File: config.mk
export PLATFORM = sky130hd
export DESIGN_NAME = joy_db15_tx
export DESIGN_NICKNAME = d
export VERILOG_FILES = /design/src/rtl/joy_db15_pkg.sv /design/src/rtl/joy_db15_tx_sync_filter.sv /design/src/rtl/joy_db15_tx.sv
export SDC_FILE = /design/constraint.sdc
export NUM_CORES = 1
export LEC_CHECK = 0
export ABC_AREA = 1
export BUFFER_PORTS_ARGS = -buffer_cell sky130_fd_sc_hd__buf_4
export CAP_MARGIN = 5
export CORE_MARGIN = 2
export CORE_UTILIZATION = 63
export CTS_CLUSTER_SIZE = 40
export DETAILED_ROUTE_END_ITERATION = 7
export PLACE_DENSITY = 0.85
export SLEW_MARGIN = 20
export SYNTH_ARGS = -nofsm -noshare
export SYNTH_HDL_FRONTEND = slang
export SYNTH_HIERARCHICAL = 1
export SYNTH_SLANG_ARGS = --single-unit
File: constraint.sdc
create_clock -name clk -period 3.9 [get_ports clk]
set_input_delay 0.195 -clock clk [delete_from_list [all_inputs] [get_ports clk]]
set_output_delay 0.195 -clock clk [all_outputs]
set_load 0.03 [all_outputs]
File: src/rtl/joy_db15_pkg.sv
// Shared types and helpers for the DB15 joystick adapter emulation.
// Declarations only; no latency, no backpressure.
package joy_db15_pkg;

    typedef enum logic [1:0] {
        ST_IDLE,
        ST_LOAD,
        ST_SHIFT,
        ST_DONE
    } state_e;

    // Button positions within each 12-bit player word.
    typedef enum int {
        BTN_RIGHT = 0,
        BTN_LEFT  = 1,
        BTN_DOWN  = 2,
        BTN_UP    = 3,
        BTN_A     = 4,
        BTN_B     = 5,
        BTN_C     = 6,
        BTN_D     = 7,
        BTN_E     = 8,
        BTN_F     = 9,
        BTN_START = 10,
        BTN_L     = 11
    } btn_e;

    function automatic int cnt_width(input int frame_bits);
        return $clog2(frame_bits + 1);
    endfunction

endpackage

File: src/rtl/joy_db15_tx_sync_filter.sv
// Synchronizer plus glitch filter for one async host strobe; level_o resets high.
// Latency SYNC_STAGES+FILTER_LEN cycles from pin to level_o; no backpressure.
module joy_sync_filter #(
    parameter int SYNC_STAGES = 2,
    parameter int FILTER_LEN  = 2
) (
    input  logic clk_i,
    input  logic rst_ni,
    input  logic pin_i,
    output logic level_o
);

    localparam int N = SYNC_STAGES + FILTER_LEN - 1;

    logic [N-1:0]          chain_q;
    logic [FILTER_LEN-1:0] win;
    logic                  level_q;
    logic                  level_d;

    // The last synchronizer stage doubles as the newest sample of the filter window.
    assign win = chain_q[N-1:SYNC_STAGES-1];

    always_comb begin
        level_d = level_q;
        if (&win) begin
            level_d = 1'b1;
        end else if (~|win) begin
            level_d = 1'b0;
        end
    end

    always_ff @(posedge clk_i or negedge rst_ni) begin
        if (!rst_ni) begin
            chain_q <= '1;
            level_q <= 1'b1;
        end else begin
            chain_q <= {chain_q[N-2:0], pin_i};
            level_q <= level_d;
        end
    end

    assign level_o = level_q;

endmodule

File: src/rtl/joy_db15_tx.sv
// Device-side DB15 joystick adapter: answers host LOAD/CLK strobes and serializes two player words.
// Pin-to-joy_data latency SYNC_STAGES+FILTER_LEN+1 cycles; the host paces everything, no backpressure.
module joy_db15_tx
    import joy_db15_pkg::*;
#(
    parameter int BITS_PER_PLAYER = 12,
    parameter int FRAME_BITS      = 24,
    parameter int SYNC_STAGES     = 2,
    parameter int FILTER_LEN      = 2,
    parameter int TIMEOUT_CYCLES  = 1048576
) (
    input  logic                               clk,
    input  logic                               reset_n,
    input  logic                               joy_load,
    input  logic                               joy_clk,
    input  logic [15:0]                        joystick1,
    input  logic [15:0]                        joystick2,
    output logic                               joy_data,
    output logic                               host_active,
    output logic                               frame_strobe,
    output logic                               overrun,
    output logic [cnt_width(FRAME_BITS)-1:0]   bit_count
);

    localparam int CW = cnt_width(FRAME_BITS);
    localparam int TW = $clog2(TIMEOUT_CYCLES + 1);
    localparam logic [CW-1:0] CNT_FULL = CW'(FRAME_BITS);
    localparam logic [TW-1:0] TMO_MAX  = TW'(TIMEOUT_CYCLES);

    logic [1:0] rst_sync_q;
    logic       rst_n;

    // Reset asserts asynchronously but releases on a clock edge.
    always_ff @(posedge clk or negedge reset_n) begin
        if (!reset_n) begin
            rst_sync_q <= '0;
        end else begin
            rst_sync_q <= {rst_sync_q[0], 1'b1};
        end
    end
    assign rst_n = rst_sync_q[1];

    logic load_f;
    logic clk_f;

    joy_sync_filter #(.SYNC_STAGES(SYNC_STAGES), .FILTER_LEN(FILTER_LEN)) u_load_filt (
        .clk_i   (clk),
        .rst_ni  (rst_n),
        .pin_i   (joy_load),
        .level_o (load_f)
    );

    joy_sync_filter #(.SYNC_STAGES(SYNC_STAGES), .FILTER_LEN(FILTER_LEN)) u_clk_filt (
        .clk_i   (clk),
        .rst_ni  (rst_n),
        .pin_i   (joy_clk),
        .level_o (clk_f)
    );

    logic unused_hi_bits;
    assign unused_hi_bits = ^{joystick1[15:BITS_PER_PLAYER], joystick2[15:BITS_PER_PLAYER]};

    state_e                state_q, state_d;
    logic [FRAME_BITS-1:0] sreg_q, sreg_d;
    logic [CW-1:0]         cnt_q, cnt_d;
    logic [TW-1:0]         tmo_q, tmo_d;
    logic                  ovr_q, ovr_d;
    logic                  strobe_q, strobe_d;
    logic                  host_q, host_d;
    logic                  clk_f_q;
    logic                  clk_rise;
    logic                  expired;
    logic [FRAME_BITS-1:0] image;

    assign image    = {~joystick2[BITS_PER_PLAYER-1:0], ~joystick1[BITS_PER_PLAYER-1:0]};
    assign clk_rise = clk_f & ~clk_f_q;

    always_comb begin
        state_d  = state_q;
        sreg_d   = sreg_q;
        cnt_d    = cnt_q;
        ovr_d    = ovr_q;
        strobe_d = 1'b0;
        host_d   = host_q;
        tmo_d    = tmo_q;

        if (!load_f) begin
            tmo_d = '0;
        end else if (tmo_q != TMO_MAX) begin
            tmo_d = tmo_q + TW'(1);
        end
        expired = (tmo_d == TMO_MAX);

        // LOAD low wins over every other event, including a coincident clock edge.
        if (!load_f) begin
            state_d = ST_LOAD;
            sreg_d  = image;
            cnt_d   = '0;
            ovr_d   = 1'b0;
            host_d  = 1'b1;
        end else if (expired) begin
            state_d = ST_IDLE;
            sreg_d  = '1;
            host_d  = 1'b0;
        end else begin
            unique case (state_q)
                ST_LOAD: begin
                    state_d = ST_SHIFT;
                end
                ST_SHIFT: begin
                    if (clk_rise) begin
                        sreg_d = {1'b1, sreg_q[FRAME_BITS-1:1]};
                        cnt_d  = cnt_q + CW'(1);
                        if (cnt_d == CNT_FULL) begin
                            strobe_d = 1'b1;
                            state_d  = ST_DONE;
                        end
                    end
                end
                ST_DONE: begin
                    if (clk_rise) begin
                        ovr_d = 1'b1;
                    end
                end
                default: begin
                    state_d = ST_IDLE;
                end
            endcase
        end
    end

    always_ff @(posedge clk or negedge rst_n) begin
        if (!rst_n) begin
            state_q  <= ST_IDLE;
            sreg_q   <= '1;
            cnt_q    <= '0;
            tmo_q    <= '0;
            ovr_q    <= 1'b0;
            strobe_q <= 1'b0;
            host_q   <= 1'b0;
            clk_f_q  <= 1'b1;
        end else begin
            state_q  <= state_d;
            sreg_q   <= sreg_d;
            cnt_q    <= cnt_d;
            tmo_q    <= tmo_d;
            ovr_q    <= ovr_d;
            strobe_q <= strobe_d;
            host_q   <= host_d;
            clk_f_q  <= clk_f;
        end
    end

    assign joy_data     = sreg_q[0];
    assign host_active  = host_q;
    assign frame_strobe = strobe_q;
    assign overrun      = ovr_q;
    assign bit_count    = cnt_q;

endmodule
==> out/qor.yml <==
floorplan:
  row_count: 28
  die_area_mm2: 0.00674
  core_area_mm2: 0.00592
  io_pins: 45
  initial_core_util_pct: 64.9
  fp.dieH_um: 82.1
  die_width_um: 82.1
final_layout:
  nFillCells: 480
  syn2layout_area_growth_pct: 15.3
  multi_input_area_mm2: 0.00176
  diodes: 0
  nNetsFinal: 611
  drive_gt1_share_pct: 21.9
  seq_area_mm2: 0.00169
drt:
  wl_um: 8560
  routed-via-count: 3449
  drc: 0
  drt_iter0_markers: 302
  antenna_left: 0
  wl_per_cell_um: 13.2
  avgViaCountPerCell: 5.33
  drtPass1Iterations: 7
global_route:
  grt_usage_pct: 27.8
  grt_max_degree: 40
  grt_antenna_before_repair: 0
  grt_remaining_overflow: 0
  grt_pass1_vias: 3190
  grt_pass1_wl_um: 14300
pwr:
  powerDensity_mw_per_mm2: 419
  peakVddDrop_mv: 0.291
  power_frac_seq_pct: 46.5
  leakagePower_nw: 2.43
  power_frac_comb_pct: 14.4
  p_clk_share_pct: 39.0
  switching_share_pct: 27.2
  switchingPower_uw: 505
  internal_power_mw: 1.35
synth:
  synth_nets: 572
  synth_area_mm2: 0.00384
  syn_inst: 528
  ys.flop_type: "dfstp_2"
  synth-edff-count: 0
  synth.area.top_cells: "dfstp_2 (23%), dfrtp_1 (22%), nand2_1 (15%), nand3_1 (11%), inv_1 (7.6%)"
  ys_ff_latch: 66
  yosysTopAreaCellShare_pct: 22.6
  syn-mean-instance-area_um2: 7.27
  ys_seq_area_share_pct: 44.1
  yosysUniqueCellTypes: 33
  async_reset_ff_share_pct: 100
  yosysWarningCount: 6
  synth_largest_area_cell: "dfstp_2"
clocking:
  ctsResizeCount: 0
  worstSkewPairLatency_ns: 0.34
  cts_buffers: 9
  cts_tree: "done"
  clkTransAtPathRegs_ns: 0.08
  clockRootBuffer: "clkbuf_8"
  cts.sinks: 66
  cts_buffer_depth: 2
  htreeDepth: 3
run:
  max-cap-violations: 0
timing:
  setup_viol: 0
  max_freq_mhz: 337
  finClkSkew_ns: 0.0100
  rsz0062_at_grt: "no"
  slew_violations: 0
  relSlewSlack_pct: 54.6
  worstMarginPinSlew_ns: 0.682
  tns_ns: 0
  whs_ns: 0.0753
  finalCriticalPeriod_ns: 2.96
  period_share_pct: 76.0
  hold_viol_final: 0
critical_path:
  regToRegSetupSlack_ns: 0.94
  endpoint_kind: "flip-flop"
  worstPathRequired_ns: 4.18
  startpoint_type: "flip-flop"
  crit_arrival_ns: 3.24
  critical_path_class: "flip-flop to flip-flop"
  path_max_fanout: 25
min_path:
  hold_class: "primary input to flip-flop"
outcome:
  outcome: "finished clean"
placed_design:
  gp_congestion: 0.921
  port_buffers: 36
  dp_hpwl_um: 5810
worst max-delay path, cell delays in order (launching register included):
cell and delay, ns:
dfrtp_1 0.47, ha_1 0.33, inv_1 0.11, nor2_4 0.18
nand2_1 0.09, o21ai_0 0.17, nand3_1 0.17, nand2_1 0.11
nor2_1 0.05, nand2_1 0.09, nor2_1 0.07, nand2_2 0.08
nand3_4 0.25, inv_2 0.54, nand2_2 0.08, nand2_1 0.10
power by group through the flow:
stage / combinational, mW / sequential, mW / clock, mW
3_3_place_gp: 0.252 / 0.870 / 0
3_5_place_dp: 0.263 / 0.874 / 0
2_1_floorplan: 0.197 / 0.865 / 0
4_1_cts: 0.271 / 0.863 / 0.733
5_1_grt: 0.309 / 0.875 / 0.765
6_report: 0.268 / 0.863 / 0.725
metal layers:
layer | routed length, µm | up-vias | GRT usage [%]
met5 | 0 | - | 0
met1 | 3770 | 1598 | 37.8
met4 | 131 | 0 | 9.50
li1 | - | 1725 | -
met3 | 403 | 16 | 4.51
met2 | 4250 | 110 | 45.1
metrics by stage:
| step | worst slack (ns) | total power, mW | instances | area, µm² | utilization (%) |
|---|---|---|---|---|---|
| global route | 0.565 | 1.95 | 647 | 4430 | 74.8 |
| detailed placement | 0.948 | 1.14 | 628 | 4150 | 70.1 |
| CTS | 0.921 | 1.87 | 647 | 4430 | 74.8 |
| global placement | 1.07 | 1.12 | 628 | 4150 | 70.1 |
| floorplan | 1.79 | 1.06 | 528 | 3840 | - |
| finish | 0.936 | 1.86 | 647 | 4430 | 74.8 |
cell families after synthesis:
family,Yosys count,share of synthesized area [%]
flops,66,44.1
compound gates,13,2.02
buf+inv,96,10.2
other cells,1,0.0977
xor+xnor,3,0.684
simple gates,341,40.3
fa+ha+maj,8,2.61
repair_timing:
item	CTS	global route
endpoints found under the hold margin	4	0
buffers inserted	0	0
hold buffers	3	0
worst paths after layout:
| check | startpoint | end | cells past startpoint |
|---|---|---|---|
| min in group asynchronous | reset_n | rst_sync_q[0]$_DFF_PN0_ | 2 |
| worst min register to register | rst_sync_q[1]$_DFF_PN0_ | tmo_q[3]$_DFF_PN0_ | 0 |
| worst min-delay path | joystick1[9] | sreg_q[9]$_DFFE_PN1P_ | 4 |
| worst max register to register | tmo_q[0]$_DFF_PN0_ | sreg_q[3]$_DFFE_PN1P_ | 15 |
| worst max-delay path | tmo_q[0]$_DFF_PN0_ | sreg_q[3]$_DFFE_PN1P_ | 15 |
| max in group asynchronous | rst_sync_q[1]$_DFF_PN0_ | sreg_q[4]$_DFFE_PN1P_ | 1 |
final cells by class:
| class | count | area share, % |
|---|---|---|
| repair buffers | 43 | 7.46 |
| multi-input cells | 366 | 39.6 |
| clock inverters | 6 | 2.54 |
| flip-flops and latches | 66 | 38.3 |
| clock buffers | 10 | 3.11 |
| inverters | 81 | 6.87 |
| well taps | 75 | 2.12 |
placed cells by master, fill, tap and decap left out, drive strengths merged, types with 2 or more instances in the layout:
cell type,instances
bufinv,3
o21bai,2
clkinv,3
dfrtp,33
nand4,14
inv,81
xor2,2
o21ai,8
nand2,176
clkbuf,10
or2,3
nand3,84
nor2,57
dfstp,33
ha,8
a21oi,2
dlygate4sd3,3
buf,40
nor3,5
cell usage after synthesis, drive strengths merged (3+ instances only):
master  instances
clkbuf          3
o21ai           8
nor3            5
nand4          14
buf            12
nand3          84
nand2         176
dfrtp          33
nor2           57
or2             3
ha              8
dfstp          33
inv            80
sequential cells by signal, summed over array words and instances, names as in the netlist:
signal	cells
u_clk_filt/level_o	1
u_clk_filt/chain_q	3
clk_f_q	1
u_load_filt/level_o	1
host_active	1
overrun	1
frame_strobe	1
rst_sync_q	2
state_q	2
tmo_q	21
u_load_filt/chain_q	3
sreg_q	24
bit_count	5
Note: power is estimated with default switching activity, not from simulation.
